[src/rtl/reg_bus_master.sv]
// reg_bus_master: register-bus initiator.
// Takes one register-access command at a time over a valid/ready channel,
// issues a single-cycle read or write strobe on the peripheral register bus,
// waits RD_LAT cycles for read data, and returns one response per command.
// Also turns the peripheral overflow level into a one-cycle interrupt pulse
// and a saturating edge count.
//
// Ports:
//   clk, rst                      clock, async active-high reset
//   cmd_valid/cmd_ready           command handshake
//   cmd_write/cmd_addr/cmd_wdata  command payload
//   rsp_valid/rsp_ready           response handshake
//   rsp_write/rsp_rdata           response payload (rdata 0 for writes)
//   bus_wr_en/bus_rd_en           one-cycle bus strobes
//   bus_addr/bus_wdata/bus_rdata  bus address and data
//   bus_overflow                  peripheral overflow level
//   ovf_irq/ovf_events            overflow edge pulse and saturating count
module reg_bus_master #(
  parameter int ADDR_W = 10,
  parameter int DATA_W = 32,
  parameter int RD_LAT = 1,
  parameter int EVT_W  = 8
) (
  input  logic              clk,
  input  logic              rst,
  input  logic              cmd_valid,
  output logic              cmd_ready,
  input  logic              cmd_write,
  input  logic [ADDR_W-1:0] cmd_addr,
  input  logic [DATA_W-1:0] cmd_wdata,
  output logic              rsp_valid,
  input  logic              rsp_ready,
  output logic              rsp_write,
  output logic [DATA_W-1:0] rsp_rdata,
  output logic              bus_wr_en,
  output logic              bus_rd_en,
  output logic [ADDR_W-1:0] bus_addr,
  output logic [DATA_W-1:0] bus_wdata,
  input  logic [DATA_W-1:0] bus_rdata,
  input  logic              bus_overflow,
  output logic              ovf_irq,
  output logic [EVT_W-1:0]  ovf_events
);

  typedef enum logic [1:0] {IDLE, ACCESS, WAIT, RESP} state_t;

  localparam logic [2:0]       LAT_INIT = 3'(RD_LAT);
  localparam logic [EVT_W-1:0] EVT_MAX  = '1;
  localparam logic [EVT_W-1:0] EVT_ONE  = EVT_W'(1);

  state_t     state;
  logic [2:0] lat_cnt;
  logic       ovf_prev;
  logic       ovf_rise;

  // Command FSM. The bus address/data registers double as the command latch,
  // and bus_wr_en in ACCESS tells which kind of access is in flight.
  always_ff @(posedge clk or posedge rst) begin
    if (rst) begin
      state     <= IDLE;
      lat_cnt   <= '0;
      cmd_ready <= 1'b0;
      rsp_valid <= 1'b0;
      rsp_write <= 1'b0;
      rsp_rdata <= '0;
      bus_wr_en <= 1'b0;
      bus_rd_en <= 1'b0;
      bus_addr  <= '0;
      bus_wdata <= '0;
    end else begin
      case (state)
        IDLE: begin
          if (cmd_valid && cmd_ready) begin
            cmd_ready <= 1'b0;
            bus_wr_en <= cmd_write;
            bus_rd_en <= ~cmd_write;
            bus_addr  <= cmd_addr;
            bus_wdata <= cmd_write ? cmd_wdata : '0;
            state     <= ACCESS;
          end else begin
            // cmd_ready comes up one edge after reset release
            cmd_ready <= 1'b1;
          end
        end
        ACCESS: begin
          bus_wr_en <= 1'b0;
          bus_rd_en <= 1'b0;
          bus_wdata <= '0;
          if (bus_wr_en) begin
            bus_addr  <= '0;
            rsp_valid <= 1'b1;
            rsp_write <= 1'b1;
            rsp_rdata <= '0;
            state     <= RESP;
          end else begin
            lat_cnt <= LAT_INIT;
            state   <= WAIT;
          end
        end
        WAIT: begin
          // address stays on the bus until the data is captured
          if (lat_cnt == 3'd1) begin
            rsp_rdata <= bus_rdata;
            rsp_valid <= 1'b1;
            rsp_write <= 1'b0;
            bus_addr  <= '0;
            state     <= RESP;
          end else begin
            lat_cnt <= lat_cnt - 3'd1;
          end
        end
        RESP: begin
          if (rsp_ready) begin
            rsp_valid <= 1'b0;
            rsp_write <= 1'b0;
            rsp_rdata <= '0;
            cmd_ready <= 1'b1;
            state     <= IDLE;
          end
        end
        default: state <= IDLE;
      endcase
    end
  end

  // Overflow edge detector, independent of the command FSM.
  assign ovf_rise = bus_overflow & ~ovf_prev;

  always_ff @(posedge clk or posedge rst) begin
    if (rst) begin
      ovf_prev   <= 1'b0;
      ovf_irq    <= 1'b0;
      ovf_events <= '0;
    end else begin
      ovf_prev <= bus_overflow;
      ovf_irq  <= ovf_rise;
      if (ovf_rise && ovf_events != EVT_MAX)
        ovf_events <= ovf_events + EVT_ONE;
    end
  end

endmodule

[config.mk]
export PLATFORM = sky130hd
export DESIGN_NAME = reg_bus_master
export DESIGN_NICKNAME = d
export VERILOG_FILES = /design/src/rtl/reg_bus_master.sv
export SDC_FILE = /design/constraint.sdc
export NUM_CORES = 1
export LEC_CHECK = 0
export CORE_AREA = 2 2 96 98
export DETAILED_ROUTE_END_ITERATION = 8
export DIE_AREA = 0 0 98 100
export PLACE_DENSITY = 0.95
export SLEW_MARGIN = 20
export SYNTH_ARGS = -nofsm -noshare
export SYNTH_HDL_FRONTEND = slang
export SYNTH_SLANG_ARGS = --single-unit
[constraint.sdc]
create_clock -name clk -period 6.6 [get_ports clk]
set_clock_uncertainty 0.15 [all_clocks]
set_input_delay 1.98 -clock clk [delete_from_list [all_inputs] [get_ports clk]]
set_output_delay 1.98 -clock clk [all_outputs]
set_load 0.005 [all_outputs]
==> summary.txt, run 1 <==
# DRC: 0
Post-synth EDFFs: 0
R2R Setup Slk: 4140 ps
worst hold margin: 343 ps
Worst Setup SP: cmd_valid
number of global-route vias before repair: 3173
CTS Root Cell: clkbuf_8
Slew HR: 46.2%
antenna violations before repair: 0
Hold Buf Count CTS: 0
status: finished, final reports clean
Clock Path Buffers: 2
total I/O pin count: 168
synthesized area per cell: 11.5 µm²
multi-input logic area: 1430 µm²
Fin. Hold Viols: 0
total CTS buffers: 9
Die Footprint: 9800 µm²
total wire length: 9510 µm
ant diodes: 0
Synth Cell Area: 3920 µm²
Leak Pwr: 0.00256 µW
clock slew at reported path FFs: 90 ps
most numerous cell in the Yosys netlist: dfrtp_1
cells on worst reg2reg path: 7
first-iteration detailed-routing DRC count: 109
Top delay family on crit path: simple AND/OR/NAND/NOR gates
peak supply drop: 0.249 mV
Total Routing Usage GR: 19.4%
floorplan die height: 100 µm
largest net degree at the start of global routing: 95
Hold Path Class: reg -> reg
min cycle time layout: 3510 ps
H-tree Lvls: 3
Power Density: 445 nW/µm²
# rows: 35
CORE AREA: 8890 µm²
initial core utilization: 44.1%
CTS tree: done
area grow syn2layout: 49.0%
Area contributors post-synth: dfrtp_1 60%, a22o_1 7.4%, nand2_1 7.2%
Detailed Routing Iterations Pass 1: 5
Worst Hold Endpoint: rsp_write
PnR worst setup slack: 3090 ps
GP Congestion: 0.852
worst hold path startpoint: rsp_write
Worst Setup Path Type: in -> reg
clock insertion delay at the later pin of the skew report: 360 ps
number of port buffers: 167
via count: 3167
Die W: 98 µm
CTS resizes: 0
Syn. warnings: 0
Net count, final: 591
Slew Viols, Final: 0
Post-Synthesis Cells: 341
setup TNS: 0 ps
FF/Latch Area: 2350 µm²
dpl hpwl: 6960 µm
RSZ-0062 raised after global routing: no
first-pass GRT wire length: 15300 µm
CP required: 6690 ps
Final ANT Viol Nets: 0
hold path depth: 2
async set or reset register ratio after synthesis: 100%
count of cell types in the netlist: 41
#FFs+latches synth: 94
share of the synthesized area in the top cell type: 60.0%
Final setup violation count: 0
grt peak-use layer: met2
max-cap violation count: 0
startpoint types: input pin
gr ovfl total: 0
post-CTS setup buffer count: 0
Crit Path Max Fanout: 10
startpoint of the worst register-to-register path: state[0]
met3 usage: 4.46%
PnR Total Power: 2600 µW
share of post-route cells with drive strength above 1: 8.06%
met1 GRT Util: 25.2%
FILL cells: 664
WP data arrival: 3600 ps
routed wire length per instance: 15.3 µm
DR vias/cell: 5.11
Max stage delay on crit path: 590 ps
Setup WS pre-CTS: 2480 ps
worst-path cell chain: clkdlybuf4s50_1, nand2_1, a22oi_2, and3b_1, mux2_4
Sink Count: 94
critical path's slowest cell: and3b_1
GR Layer Usage met2: 31.7%
r2r endpoint: rsp_rdata[21]
post-synthesis sequential area ratio: 60.0%
Crit. End Element: register
Crit path buffers/inverters: 1
Worst-Margin Slew: 807 ps
Synth area leader: dfrtp_1
top_reg_cell synth: dfrtp_1
syn nets: 428
Synth top cells by count: 94 x dfrtp_1, 75 x nand2_1, 34 x o21ai_0
final worst path period share: 53.2%
FMAX: 285 MHz
sequential cells by signal, summed over array words and instances, names as in the netlist, 2 cells and up:
name,flops
bus_wdata,32
bus_addr,10
lat_cnt,3
state,2
ovf_events,8
rsp_rdata,32
layout make-up:
| cell class | instances | share of cell area [%] |
|---|---|---|
| clock inverters | 6 | 0.856 |
| multi-input cells | 220 | 24.4 |
| flip-flops and latches | 94 | 40.2 |
| repair buffers | 171 | 29.2 |
| well taps | 111 | 2.38 |
| inverters | 8 | 0.599 |
| clock buffers | 10 | 2.35 |
logic make-up after synthesis:
group | count (synthesis) | synth area share (%)
xor gates and xnor gates | 4 | 0.894
muxes | 14 | 4.95
buffers and inverters | 27 | 3.83
and+or+nand+nor | 107 | 12.4
DFF | 94 | 60.0
AOI/OAI and AO/OA | 88 | 15.7
adders and majority gates | 7 | 2.23
worst max path at each step:
stage / end / slack, ps / depth (start not counted)
floorplan: bus_addr[0] / 2020 / 1
global placement: bus_wdata[11] / 2580 / 4
detailed placement: bus_wdata[0] / 2480 / 4
CTS: bus_wdata[0] / 2860 / 4
global route: bus_addr[2] / 3010 / 5
finish: bus_addr[8] / 3090 / 5
placed cells by master (no fill, tap or decap), drive strengths merged:
cell	synthesis	final
a21boi	1	1
a21o	1	1
a21oi	3	3
a22o	33	33
a22oi	2	2
a31oi	1	1
and2b	2	2
and3	1	1
and3b	1	1
buf	14	4
clkbuf	5	10
clkdlybuf4s50	0	167
clkinv	0	2
clkinvlp	0	1
dfrtp	94	94
ha	7	7
inv	8	11
mux2	13	13
mux2i	1	1
nand2	75	75
nand2b	3	3
nand3	4	4
nand4	3	3
nor2	4	4
nor2b	11	11
nor3	1	1
nor3b	1	1
o2111ai	2	2
o21ai	42	42
o22ai	1	1
o31ai	2	2
or2	1	1
xnor2	2	2
xor2	2	2
worst min-delay path, stage by stage, from the launching register on:
cell and delay (ps):
dfrtp_1 350, nand2_1 50, o31ai_1 60
power breakdown:
part | internal (µW) | switching [µW]
Combinational | 719 | 537
Clock | 153 | 203
Sequential | 826 | 164
per-layer routing:
layer / wire length [µm] / part of all wire, % / vias to the layer above
li1: - / - / 1495
met1: 4030 / 42 / 1507
met2: 4600 / 48 / 145
met3: 650 / 6.8 / 20
met4: 226 / 2.4 / 0
met5: 0 / 0 / -
metrics by stage:
stage                     cells  instance area [µm²]  utilization (%)
after floorplan             341                 3920                -
after global placement      603                 5640             63.5
after detailed placement    603                 5640             63.5
after CTS                   619                 5830             65.6
after global routing        620                 5840             65.7
final                       620                 5840             65.7
(Power assumes the default switching activity.)
==> run 2: changes to the inputs <==
Settings changed: CORE_AREA 2 2 96 98 to 2 2 105 107, DIE_AREA 0 0 98 100 to 0 0 107 109, PLACE_DENSITY 0.95 to 0.87.
Clock period 6.6 ns to 3.1 ns, I/O delays scaled along.
==> run 2 against run 1 <==
Against the previous run: flip-flop and latch count unchanged; sequential power up 110%; setup slack worse by 2500 ps; design area up 1.7%; clock power up 120%; first-iteration DRC count up 49%; critical endpoint is now bus_wdata[21].
==> summary.txt, run 2 (synthesized netlist as in run 1, its figures left out) <==
via count: 3139
GR Layer Usage met2: 27.2%
CTS tree: done
Regs by FF count: bus_wdata x32, rsp_rdata x32, bus_addr x10
total CTS buffers: 9
first-iteration detailed-routing DRC count: 162
cell count along the critical path: 5
# rows: 38
worst-path cell chain: clkdlybuf4s50_1, nand3_1, a21boi_2, buf_4, a22o_1
dpl hpwl: 6900 µm
initial core utilization: 37.0%
share of post-route cells with drive strength above 1: 8.40%
Final ANT Viol Nets: 0
Crit Path Max Fanout: 22
Max stage delay on crit path: 540 ps
critical path's slowest cell: a21boi_2
post-placement cell area: 5760 µm²
commonest cells after routing, fill and taps aside: 167 x clkdlybuf4s50_1, 94 x dfrtp_1, 75 x nand2_1
post-CTS setup buffer count: 0
first-pass GRT wire length: 15400 µm
hold path depth: 2
PnR worst setup slack: 608 ps
GP Congestion: 0.779
Detailed Routing Iterations Pass 1: 5
Crit. End Element: register
CTS Root Cell: clkbuf_8
Hold Path Class: reg -> reg
Die W: 107 µm
total wire length: 9330 µm
Sink Count: 94
met3 usage: 4.78%
Final setup violation count: 0
Slew Viols, Final: 0
Net count, final: 595
Total Routing Usage GR: 16.5%
Setup WS pre-CTS: 238 ps
clock insertion delay at the later pin of the skew report: 340 ps
Slew HR: 57.1%
number of global-route vias before repair: 3238
cells on worst reg2reg path: 7
routed wire length per instance: 14.3 µm
Power Density: 942 nW/µm²
CORE AREA: 10600 µm²
Leak Pwr: 0.00259 µW
ant diodes: 0
max-cap violation count: 0
cell area after layout: 5940 µm²
grt peak-use layer: met2
largest net degree at the start of global routing: 69
final worst path period share: 80.4%
Die Footprint: 11700 µm²
Worst-Margin Slew: 642 ps
gr ovfl total: 0
total I/O pin count: 168
clock slew at reported path FFs: 80 ps
Fin. Hold Viols: 0
H-tree Lvls: 3
Clock Path Buffers: 2
area grow syn2layout: 51.6%
Worst Setup Path Type: in -> reg
Crit path buffers/inverters: 2
peak supply drop: 0.482 mV
commonest non-fill, non-tap cell in the layout: clkdlybuf4s50_1
FMAX: 401 MHz
CP required: 3240 ps
RSZ-0062 raised after global routing: no
startpoint types: input pin
met1 GRT Util: 20.8%
# DRC: 0
floorplan die height: 109 µm
number of port buffers: 167
DR vias/cell: 4.81
Top delay family on crit path: buffers and inverters
CTS resizes: 0
setup TNS: 0 ps
status: finished, final reports clean
WP data arrival: 2630 ps
min cycle time layout: 2490 ps
Hold Buf Count CTS: 0
antenna violations before repair: 0
[run 2: cell count changes in the layout (fill, tap and decap cells not counted)]
| cell | delta |
|---|---|
| clkinv_2 | +1 |
| inv_8 | -1 |
| inv_6 | -3 |
| bufinv_16 | +1 |
| clkbuf_1 | +1 |
| clkinv_4 | -1 |
| buf_6 | -1 |
| buf_12 | +3 |
| clkinvlp_4 | +1 |
| buf_4 | +2 |
[run 2: routing by layer]
metal  routed length [µm]  vias up  part of all wire, %
met4                  113        0                  1.2
li1                     -     1501                    -
met3                  665       10                  7.1
met2                 4450      124                   48
met5                    0        -                    0
met1                 4110     1504                   44
[run 2: worst reg2reg max path, delay by kind of cell, from the launching register on]
kind / cells / cell delay [ps]
adders and majority gates: 1 / 200
AOI/OAI and AO/OA: 2 / 420
DFF: 1 / 430
buffers and inverters: 4 / 900
[run 2: through the flow]
step	std cells	utilization [%]	hold WS [ps]	power (µW)
after floorplan	341	-	320	3460
final	652	56.1	330	5600
after detailed placement	637	54.3	315	4870
after CTS	652	56.1	335	5680
after global placement	637	54.3	309	4760
after global routing	652	56.1	362	6040
[run 2: path summary, 6_finish.rpt]
path,start,endpoint,slack [ps]
worst max-delay path,cmd_valid,bus_wdata[21],610
worst min-delay path,rsp_write,rsp_write,330
worst max register to register,state[0],rsp_rdata[5],870
worst min register to register,rsp_write,rsp_write,330
max in group asynchronous,rst,rsp_rdata[26],1320
min in group asynchronous,rst,bus_wdata[7],860
[run 2: cell type report]
class	instances	area (µm²)
Multi-Input combinational cell	220	1430
Clock inverter	4	47.5
Sequential cell	94	2350
Fill cell	866	4660
Tap cell	140	175
Timing Repair Buffer	175	1770
Inverter	8	33.8
Clock buffer	11	141
[run 2: power breakdown]
group          switching, µW  total [µW]  internal (µW)
clock network            397         785            388
registers                344        2100           1760
logic                   1130        2710           1580
total                   1870        5600           3730
